===== src/rtl/alu_word_sequencer_if.sv =====
// Request and ALU-side signal bundle for alu_word_sequencer.
//   master : used by the sequencer. It takes the request (Start/Op/OpA/OpB)
//            and the ALU result/flags, and it drives the ALU controls and the
//            completion status.
//   slave  : used by the environment. It drives the request and models the ALU.
interface alu_word_sequencer_if;
  logic        Start;
  logic [2:0]  Op;
  logic [31:0] OpA;
  logic [31:0] OpB;
  logic [15:0] AluA;
  logic [15:0] AluB;
  logic [4:0]  AluFunSel;
  logic        AluWF;
  logic [15:0] AluOut;
  logic [3:0]  AluFlags;
  logic [31:0] Result;
  logic [3:0]  ResultFlags;
  logic        Busy;
  logic        Done;

  modport master (
    input  Start, Op, OpA, OpB, AluOut, AluFlags,
    output AluA, AluB, AluFunSel, AluWF, Result, ResultFlags, Busy, Done
  );

  modport slave (
    output Start, Op, OpA, OpB, AluOut, AluFlags,
    input  AluA, AluB, AluFunSel, AluWF, Result, ResultFlags, Busy, Done
  );
endinterface


===== src/rtl/alu_word_sequencer.sv =====
// alu_word_sequencer: runs one 32-bit operation as two 16-bit ALU word cycles.
// The result and the merged {Z,C,N,O} flags are returned in registers.
// Ports:
//   Clock       in   system clock, rising edge
//   Reset       in   asynchronous, active-high reset
//   bus         master modport of alu_word_sequencer_if. It carries:
//               Start/Op/OpA/OpB (request), AluA/AluB/AluFunSel/AluWF (ALU drive),
//               AluOut/AluFlags (ALU response), Result/ResultFlags/Busy/Done (status)
// Build option: define ALU_SEQ_CMP_EN to make Op=111 a CMP32 (flags only).
// Without it, Op=111 is a no-op that completes without touching the ALU.
//
// state | meaning
// IDLE  | waiting for Start, ALU inputs parked
// LO    | first word cycle, AluWF=1 (this is the high word for SHR32)
// WAIT1 | FLAG_WAIT cycles letting the first-word flags settle
// HI    | second word cycle, AluWF=1
// WAIT2 | FLAG_WAIT cycles letting the second-word flags settle
// FIN   | result and flags are assembled
module alu_word_sequencer #(
  parameter logic [4:0]  IDLE_FUNSEL = 5'b10000,
  parameter int unsigned FLAG_WAIT   = 0
) (
  input logic                  Clock,
  input logic                  Reset,
  alu_word_sequencer_if.master bus
);
  typedef enum logic [2:0] {IDLE, LO, WAIT1, HI, WAIT2, FIN} state_t;

  localparam logic [2:0] OP_ADD = 3'd0, OP_SUB = 3'd1, OP_AND = 3'd2, OP_OR = 3'd3;
  localparam logic [2:0] OP_XOR = 3'd4, OP_SHL = 3'd5, OP_SHR = 3'd6, OP_X = 3'd7;
  localparam logic [1:0] WAIT_LOAD = 2'(FLAG_WAIT - 1);

`ifdef ALU_SEQ_CMP_EN
  localparam logic CMP_EN = 1'b1;
`else
  localparam logic CMP_EN = 1'b0;
`endif

  state_t      state, state_d;
  logic [2:0]  op_q;
  logic [31:0] opa_q, opb_q;
  logic [15:0] first_q, second_q;
  logic [1:0]  wait_cnt;
  logic [31:0] result_q;
  logic [3:0]  flags_q;
  logic        done_q;

  logic        second, upper;
  logic [15:0] word_a, word_b;
  logic [4:0]  word_fs;
  logic [15:0] alu_a, alu_b;
  logic [4:0]  alu_fs;
  logic        alu_wf;
  logic [31:0] full;
  logic        c_bit, o_bit;
  logic        is_noop, is_cmp;

  // Z and N are derived from the 32-bit result, so the ALU's own Z/N are not read.
  logic unused_flags;
  assign unused_flags = ^{bus.AluFlags[3], bus.AluFlags[1]};

  assign is_noop = (op_q == OP_X) && !CMP_EN;
  assign is_cmp  = (op_q == OP_X) && CMP_EN;

  // Word program for the current word cycle. SHR32 works from the top down,
  // so that the LSR carry can feed the ROR of the low word.
  always_comb begin
    second  = (state == HI) || (state == WAIT2);
    upper   = second ^ (op_q == OP_SHR);
    word_a  = upper ? opa_q[31:16] : opa_q[15:0];
    word_b  = upper ? opb_q[31:16] : opb_q[15:0];
    word_fs = IDLE_FUNSEL;
    case (op_q)
      OP_ADD: word_fs = second ? 5'b10101 : 5'b10100;
      OP_SUB, OP_X: begin
        // The high word is A + ~B + C. This makes C the no-borrow flag of the low SUB.
        word_fs = second ? 5'b10101 : 5'b10110;
        if (second) word_b = ~opb_q[31:16];
      end
      OP_AND: word_fs = 5'b10111;
      OP_OR:  word_fs = 5'b11000;
      OP_XOR: word_fs = 5'b11001;
      OP_SHL: word_fs = second ? 5'b11110 : 5'b11011;
      OP_SHR: word_fs = second ? 5'b11111 : 5'b11100;
      default: word_fs = IDLE_FUNSEL;
    endcase
  end

  always_ff @(posedge Clock or posedge Reset) begin
    if (Reset) state <= IDLE;
    else       state <= state_d;
  end

  always_comb begin
    state_d = state;
    alu_a   = '0;
    alu_b   = '0;
    alu_fs  = IDLE_FUNSEL;
    alu_wf  = 1'b0;
    case (state)
      IDLE:  if (bus.Start) state_d = ((bus.Op == OP_X) && !CMP_EN) ? FIN : LO;
      LO:    state_d = (FLAG_WAIT == 0) ? HI : WAIT1;
      WAIT1: if (wait_cnt == 2'd0) state_d = HI;
      HI:    state_d = (FLAG_WAIT == 0) ? FIN : WAIT2;
      WAIT2: if (wait_cnt == 2'd0) state_d = FIN;
      FIN:   state_d = IDLE;
      default: state_d = IDLE;
    endcase
    if (state inside {LO, WAIT1, HI, WAIT2}) begin
      alu_a  = word_a;
      alu_b  = word_b;
      alu_fs = word_fs;
      alu_wf = (state == LO) || (state == HI);
    end
  end

  always_comb begin
    full  = (op_q == OP_SHR) ? {first_q, second_q} : {second_q, first_q};
    c_bit = 1'b0;
    o_bit = 1'b0;
    if (op_q inside {OP_ADD, OP_SUB, OP_SHL, OP_SHR, OP_X}) c_bit = bus.AluFlags[2];
    if (op_q inside {OP_ADD, OP_SUB, OP_X})                 o_bit = bus.AluFlags[0];
  end

  always_ff @(posedge Clock or posedge Reset) begin
    if (Reset) begin
      op_q     <= '0;
      opa_q    <= '0;
      opb_q    <= '0;
      first_q  <= '0;
      second_q <= '0;
      wait_cnt <= '0;
      result_q <= '0;
      flags_q  <= '0;
      done_q   <= 1'b0;
    end else begin
      done_q <= (state == FIN);
      if (state == IDLE && bus.Start) begin
        op_q  <= bus.Op;
        opa_q <= bus.OpA;
        opb_q <= bus.OpB;
      end
      if (state == LO) first_q  <= bus.AluOut;
      if (state == HI) second_q <= bus.AluOut;
      if (state == LO || state == HI)
        wait_cnt <= WAIT_LOAD;
      else if (state == WAIT1 || state == WAIT2)
        wait_cnt <= wait_cnt - 2'd1;
      if (state == FIN && !is_noop) begin
        if (!is_cmp) result_q <= full;
        flags_q <= {full == 32'd0, c_bit, full[31], o_bit};
      end
    end
  end

  assign bus.AluA        = alu_a;
  assign bus.AluB        = alu_b;
  assign bus.AluFunSel   = alu_fs;
  assign bus.AluWF       = alu_wf;
  assign bus.Result      = result_q;
  assign bus.ResultFlags = flags_q;
  assign bus.Busy        = (state != IDLE);
  assign bus.Done        = done_q;
endmodule


===== src/flat_wrapper.sv =====
// flat-port wrapper written by rule: the top's interface ports become plain ports
module alu_word_sequencer_flat 
#(
  parameter logic [4:0]  IDLE_FUNSEL = 5'b10000,
  parameter int unsigned FLAG_WAIT   = 0
)
  (Clock, Reset, bus_Start, bus_Op, bus_OpA, bus_OpB, bus_AluOut, bus_AluFlags, bus_AluA, bus_AluB, bus_AluFunSel, bus_AluWF, bus_Result, bus_ResultFlags, bus_Busy, bus_Done);
  alu_word_sequencer_if bus_i ();
  input logic Clock;
  input logic Reset;
  input wire logic [$bits(bus_i.Start)-1:0] bus_Start;
  input wire logic [$bits(bus_i.Op)-1:0] bus_Op;
  input wire logic [$bits(bus_i.OpA)-1:0] bus_OpA;
  input wire logic [$bits(bus_i.OpB)-1:0] bus_OpB;
  input wire logic [$bits(bus_i.AluOut)-1:0] bus_AluOut;
  input wire logic [$bits(bus_i.AluFlags)-1:0] bus_AluFlags;
  output wire logic [$bits(bus_i.AluA)-1:0] bus_AluA;
  output wire logic [$bits(bus_i.AluB)-1:0] bus_AluB;
  output wire logic [$bits(bus_i.AluFunSel)-1:0] bus_AluFunSel;
  output wire logic [$bits(bus_i.AluWF)-1:0] bus_AluWF;
  output wire logic [$bits(bus_i.Result)-1:0] bus_Result;
  output wire logic [$bits(bus_i.ResultFlags)-1:0] bus_ResultFlags;
  output wire logic [$bits(bus_i.Busy)-1:0] bus_Busy;
  output wire logic [$bits(bus_i.Done)-1:0] bus_Done;
  assign bus_i.Start = bus_Start;
  assign bus_i.Op = bus_Op;
  assign bus_i.OpA = bus_OpA;
  assign bus_i.OpB = bus_OpB;
  assign bus_i.AluOut = bus_AluOut;
  assign bus_i.AluFlags = bus_AluFlags;
  assign bus_AluA = bus_i.AluA;
  assign bus_AluB = bus_i.AluB;
  assign bus_AluFunSel = bus_i.AluFunSel;
  assign bus_AluWF = bus_i.AluWF;
  assign bus_Result = bus_i.Result;
  assign bus_ResultFlags = bus_i.ResultFlags;
  assign bus_Busy = bus_i.Busy;
  assign bus_Done = bus_i.Done;
  alu_word_sequencer #(.IDLE_FUNSEL(IDLE_FUNSEL), .FLAG_WAIT(FLAG_WAIT)) u_core (.Clock(Clock), .Reset(Reset), .bus(bus_i));
endmodule

===== config.mk =====
export PLATFORM = sky130hd
export DESIGN_NAME = alu_word_sequencer_flat
export DESIGN_NICKNAME = d
export VERILOG_FILES = /design/src/rtl/alu_word_sequencer_if.sv /design/src/rtl/alu_word_sequencer.sv /design/src/flat_wrapper.sv
export SDC_FILE = /design/constraint.sdc
export NUM_CORES = 1
export LEC_CHECK = 0
export ABC_CLOCK_PERIOD_IN_PS = 4200
export CORE_ASPECT_RATIO = 1.25
export CORE_MARGIN = 1.5
export CORE_UTILIZATION = 25
export DETAILED_ROUTE_END_ITERATION = 8
export GPL_ROUTABILITY_DRIVEN = 0
export REMOVE_ABC_BUFFERS = 1
export SLEW_MARGIN = 5
export SYNTH_ARGS = -nofsm -noshare
export SYNTH_HDL_FRONTEND = slang
export SYNTH_SLANG_ARGS = --single-unit

===== constraint.sdc =====
create_clock -name Clock -period 4.2 [get_ports Clock]
set_input_delay 0.42 -clock Clock [delete_from_list [all_inputs] [get_ports Clock]]
set_output_delay 0.42 -clock Clock [all_outputs]
set_load 0.01 [all_outputs]

-- After elaboration in Yosys (flattened, before gate mapping)
Index checks and enable logic that the tools add are counted.
- add/subtract/negate cells: 1
- equal/unequal tests: 16
- mux-type cells: 23
- bitwise logic cells: 2
- reductions and logical operators: 17
- operator list (kind ; count):
    $mux W16 ; 6
    $pmux W5 S7 ; 1
    $logic_not A32 Y1 ; 1
    $mux W32 ; 1
    $eq A3 B3 Y1 const B ; 7
    $not A16 Y16 ; 1
    $mux W3 ; 5
    $pmux W3 S5 ; 1
    $eq A3 B2 Y1 const B ; 4
    $mux W2 ; 4
    $eq A3 B1 Y1 const B ; 2
    $logic_not A3 Y1 ; 2
    $reduce_bool A3 Y1 ; 2
    $mux W5 ; 1
    $reduce_bool A5 Y1 ; 1
    $mux W1 ; 4
    $ne A2 B1 Y1 const B ; 2
    $reduce_bool A4 Y1 ; 1
    $logic_or A1 B1 Y1 ; 3
    $reduce_and A3 Y1 ; 1
    $logic_and A1 B1 Y1 ; 2
    $logic_not A2 Y1 ; 1
    $ne A2 B2 Y1 const B ; 1
    $reduce_bool A2 Y1 ; 1
    4 further kinds ; 4
- flip-flop bits (word level): 141
- input bits: 90
- output and inout port bits: 76
- word-level logic and storage cells: 69

-- Depth between registers and ports, before layout
Gate-level depths: netlist (run 1).
- depth in word-level cells: 7
- mapped depth: 9

-- Worst setup path before layout (run 1)
No wires, ideal clock.
- path type: register -> output
- start point: reg u_core.state[0]
- end point: out bus_AluB[10]
- arrival time: 1.996 ns
- slack: 1.784 ns
- stages on the path, launching flop included: 10
- path through: dfrtp_1 -> buf_6 -> or3b_1 -> buf_6 -> and3_4 -> buf_6 -> or3_1 -> buf_6 -> buf_8 -> a2bb2oi_2
- cells in the longest elaborated chain, start to end: 7
- RTL lines (item ; RTL line ; source):
    start: declaration ; alu_word_sequencer.sv:39 ; state_t state, state_d;
    start signal: assignment ; alu_word_sequencer.sv:91 ; else state <= state_d;
    $eq A3 B2 Y1 or $eq A3 B3 Y1 (tied branches) ; alu_word_sequencer.sv:68, alu_word_sequencer.sv:109 ;
    $logic_or A1 B1 Y1 ; alu_word_sequencer.sv:68 ; second = (state == HI) || (state == WAIT2);
    $xor A1 B1 Y1 ; alu_word_sequencer.sv:69 ; upper = second ^ (op_q == OP_SHR);
    $mux W16 ; alu_word_sequencer.sv:71 ; word_b = upper ? opb_q[31:16] : opb_q[15:0];
    $mux W16 ; alu_word_sequencer.sv:78 ; if (second) word_b = ~opb_q[31:16];
    $mux W16 ; alu_word_sequencer.sv:73 ; case (op_q)
    $mux W16 * ; alu_word_sequencer.sv:109 ; if (state inside {LO, WAIT1, HI, WAIT2}) begin
    end: declaration ; flat_wrapper.sv:18 ; output wire logic [$bits(bus_i.AluB)-1:0] bus_AluB;
Every way passes the cells marked *; elsewhere a longest branch is shown, timed or not.

-- Worst setup path in the final report (run 1)
- start point: reg u_core.state[0]
- end point: out bus_AluB[1]
The elaborated chain is that of the path after synthesis.

==> metrics.md, run 1 <==
| Metric | Value |
|---|---|
| Site row count | `67` |
| Die X | `151 µm` |
| Vias in the first global route | `5332` |
| Syn Area/Cell | `11.4 µm²` |
| Detail Route Antenna Nets | `0` |
| TritonCTS clock tree | `yes` |
| Pin count of the biggest net entering global routing | `96` |
| CTS Root Buffer Type | `clkbuf_16` |
| Max FO, Critical Path | `17` |
| Final hold vios | `0` |
| Fin crit share | `0.883` |
| Critical Path Slowest Stage Cell | `or3b_1` |
| Clk_lat worst skew | `0.42 ns` |
| MaxCap Viol Count | `0` |
| Worst clock skew | `0.0164 ns` |
| Total chip power | `8.34 mW` |
| FILL cells | `2668` |
| Tightest Pin Transition | `0.956 ns` |
| Cts hold-fix bufs | `0` |
| Delay-heaviest family, CP | `buffers and inverters` |
| Final Max Tran Viols | `0` |
| #FFs+latches synth | `140` |
| Total Routing Usage GR | `0.136` |
| Die height | `187 µm` |
| Post-synth top area share | `0.515` |
| Pint | `5.26 mW` |
| Critical Path Max Stage Delay | `0.62 ns` |
| Outcome | `finished, final reports clean` |
| Switch share | `0.370` |
| Fin crit period | `3.71 ns` |
| Avg Vias per Cell | `4.63` |
| Port Buffers | `162` |
| Htree depth | `4` |
| Post-cts repair resize count | `0` |
| Hpwl dp | `12500 µm` |
| Core Box Area | `26700 µm²` |
| TritonCTS buffer count | `17` |
| Fin nets | `835` |
| Mapped Area | `6800 µm²` |
| Bufs and invs on worst path | `3` |
| Global-route wire length before repair | `29500 µm` |
| Switching pwr | `3.09 mW` |
| Crit start category | `register` |
| DRT iter0 DRCs | `182` |
| Initial antenna violation count | `1` |
| Hold Path Class | `register to register` |
| RSZ-0062 raised after global routing | `no` |
| Fmax | `0.270 GHz` |
| Area Growth Syn to Fin | `37.7%` |
| Crit path DAT | `3.29 ns` |
| CP endpoint kind | `output port` |
| Post-Synthesis Cells | `598` |
| WL/cell | `17.0 µm` |
| I/O pins | `166` |
| Via Count | `5102` |
| Seq/Total Area, Yosys | `0.515` |
| Crit Path Class | `register to output port` |
| Required time worst endpoint | `3.78 ns` |
| Layout cells sized above 1 | `0.215` |
| Post-Route WL | `18800 µm` |
| Synth warnings | `0` |
| Fin util | `0.350` |
| Synth top area cells | `dfrtp_1 (52%), mux2_2 (16%), o21ai_0 (5.2%)` |
| Final setup viols | `0` |
| Leakage | `3.89 nW` |
| Max IR drop VDD | `350 µV` |
| TritonCTS Sinks | `140` |
| DRC viols | `0` |
| Slew Limit Headroom | `0.363` |
| Clk buf depth | `2` |
| Most frequent cell after synthesis | `dfrtp_1` |
| Synth unique cells | `49` |
| Grt ovf | `0` |
| Clk pwr share | `0.185` |
| Cell repeated most along the worst path | `buf_4` |
| Synth top cells by count | `dfrtp_1 (140), mux2_2 (97), o21ai_0 (70)` |
| Worst-path clk slew | `0.06 ns` |
| Die area | `28200 µm²` |
| EDFF count, synth | `0` |
| First-pass DRT Iterations | `4` |
| Largest area contributor in the netlist | `dfrtp_1` |
| Flop pwr share | `0.304` |
| Pwr Density | `891 nW/µm²` |
| Logic pwr share | `0.511` |
| Critical-path cell list | `or3b_1, a211oi_4, buf_4, or3_1, buf_4, a2bb2oi_1, clkdlybuf4s50_1` |
| Ys flop type | `dfrtp_1` |
| Ys async rst share | `1.00` |
| Post-CTS Setup Repair Bufs | `0` |
| Starting Density | `0.254` |
[per-stage QoR]
| step | hold WS (ns) | setup TNS [ns] | cells | setup slack (ns) | area (µm²) |
|---|---|---|---|---|---|
| global placement | 0.461 | 0 | 1070 | 0.885 | 8770 |
| global route | 0.511 | 0 | 1102 | 0.324 | 9370 |
| CTS | 0.483 | 0 | 1102 | 0.393 | 9370 |
| floorplan | 0.474 | -3.20 | 547 | -0.254 | 6550 |
| detailed placement | 0.469 | 0 | 1070 | 0.848 | 8770 |
| finish | 0.477 | 0 | 1103 | 0.493 | 9370 |
[metal layers]
metal  vias up  routed length, µm  track usage
met5         -                  0            0
met4         0                168       0.0370
met3        11               1180       0.0437
met2       124               9180        0.228
met1      2488               8250        0.166
li1       2479                  -            -
[flip-flops by register name (all words and copies together) (netlist names), 2 cells and up]
signal,count
u_core.second_q,16
u_core.state,3
u_core.wait_cnt,2
u_core.first_q,16
u_core.opa_q,32
u_core.bus.Result,31
u_core.bus.ResultFlags,4
u_core.opb_q,32
u_core.op_q,3
[tightest hold or removal path: stages (launching register included)]
cell	delay (ns)
dfrtp_1	0.34
nand2_1	0.04
o21ai_0	0.06
[power by group through the flow]
stage / logic, mW / registers (mW) / clock network, mW
CTS: 4.34 / 2.54 / 1.60
finish: 4.26 / 2.54 / 1.55
floorplan: 2.39 / 2.55 / 0
detailed placement: 4.32 / 2.56 / 0
global placement: 4.28 / 2.54 / 0
global route: 4.65 / 2.64 / 1.65
[worst paths after layout]
| check | cells after the start | from | endpoint | slack [ns] |
|---|---|---|---|---|
| worst max-delay path | 7 | u_core.state[0]$_DFFE_PP0P_ | bus_AluB[1] | 0.49 |
| worst min-delay path | 2 | u_core.bus.Result[13]$_DFFE_PP0P_ | u_core.bus.Result[13]$_DFFE_PP0P_ | 0.48 |
| worst max register to register | 3 | u_core.state[0]$_DFFE_PP0P_ | u_core.opb_q[1]$_DFFE_PP0P_ | 1.75 |
| worst min register to register | 2 | u_core.bus.Result[13]$_DFFE_PP0P_ | u_core.bus.Result[13]$_DFFE_PP0P_ | 0.48 |
| max in group asynchronous | 3 | Reset | u_core.op_q[1]$_DFFE_PP0P_ | 2.65 |
| min in group asynchronous | 2 | Reset | u_core.opa_q[4]$_DFFE_PP0P_ | 0.57 |
[placed cells by master, fill, tap and decap left out, types with 2 or more instances in the layout]
cell type / netlist / final
o31ai_1: 18 / 18
mux2_2: 97 / 97
bufinv_16: 0 / 3
nand2_1: 46 / 46
nor4_1: 8 / 8
or3_1: 2 / 2
nand3_1: 17 / 17
dfrtp_1: 140 / 140
nor2b_1: 6 / 6
clkinvlp_4: 0 / 4
a2bb2oi_2: 10 / 11
a21oi_1: 26 / 26
nor2_1: 10 / 10
inv_6: 0 / 4
clkbuf_1: 30 / 2
clkdlybuf4s50_1: 0 / 162
nand4_1: 2 / 2
clkinv_2: 0 / 2
mux2i_1: 32 / 32
a21o_1: 2 / 2
clkbuf_16: 0 / 17
inv_1: 6 / 5
nand3b_1: 2 / 2
a2bb2oi_1: 7 / 6
o21ai_0: 70 / 70
o22ai_1: 20 / 20
buf_4: 2 / 16
xnor2_1: 3 / 2
[logic make-up after synthesis]
group | after synthesis | share of synthesized area
AND/OR/NAND/NOR | 100 | 0.0699
adder cells (fa/ha/maj) | 2 | 0.00331
buffers and inverters | 57 | 0.0401
XOR/XNOR | 4 | 0.00515
AO/OA/AOI/OAI | 165 | 0.158
other | 1 | 0.000551
multiplexers | 129 | 0.208
flip-flops | 140 | 0.515
[cell type report]
cell class,instances,area [µm²],share of cell area
diodes,1,2.50,0.000267
clock buffers,19,433,0.0462
clock inverters,13,165,0.0176
inverters,6,27.5,0.00294
multi-input cells,401,3060,0.327
flip-flops and latches,140,3500,0.374
well taps,345,432,0.0461
repair buffers,178,1740,0.186
Note: power is estimated with default switching activity, not from simulation.
==> run 2: changes to the inputs <==
- SLEW_MARGIN: 5 -> not set
==> results of run 2 <==
The final DEF is identical to that of run 1; final timing and power are the same.
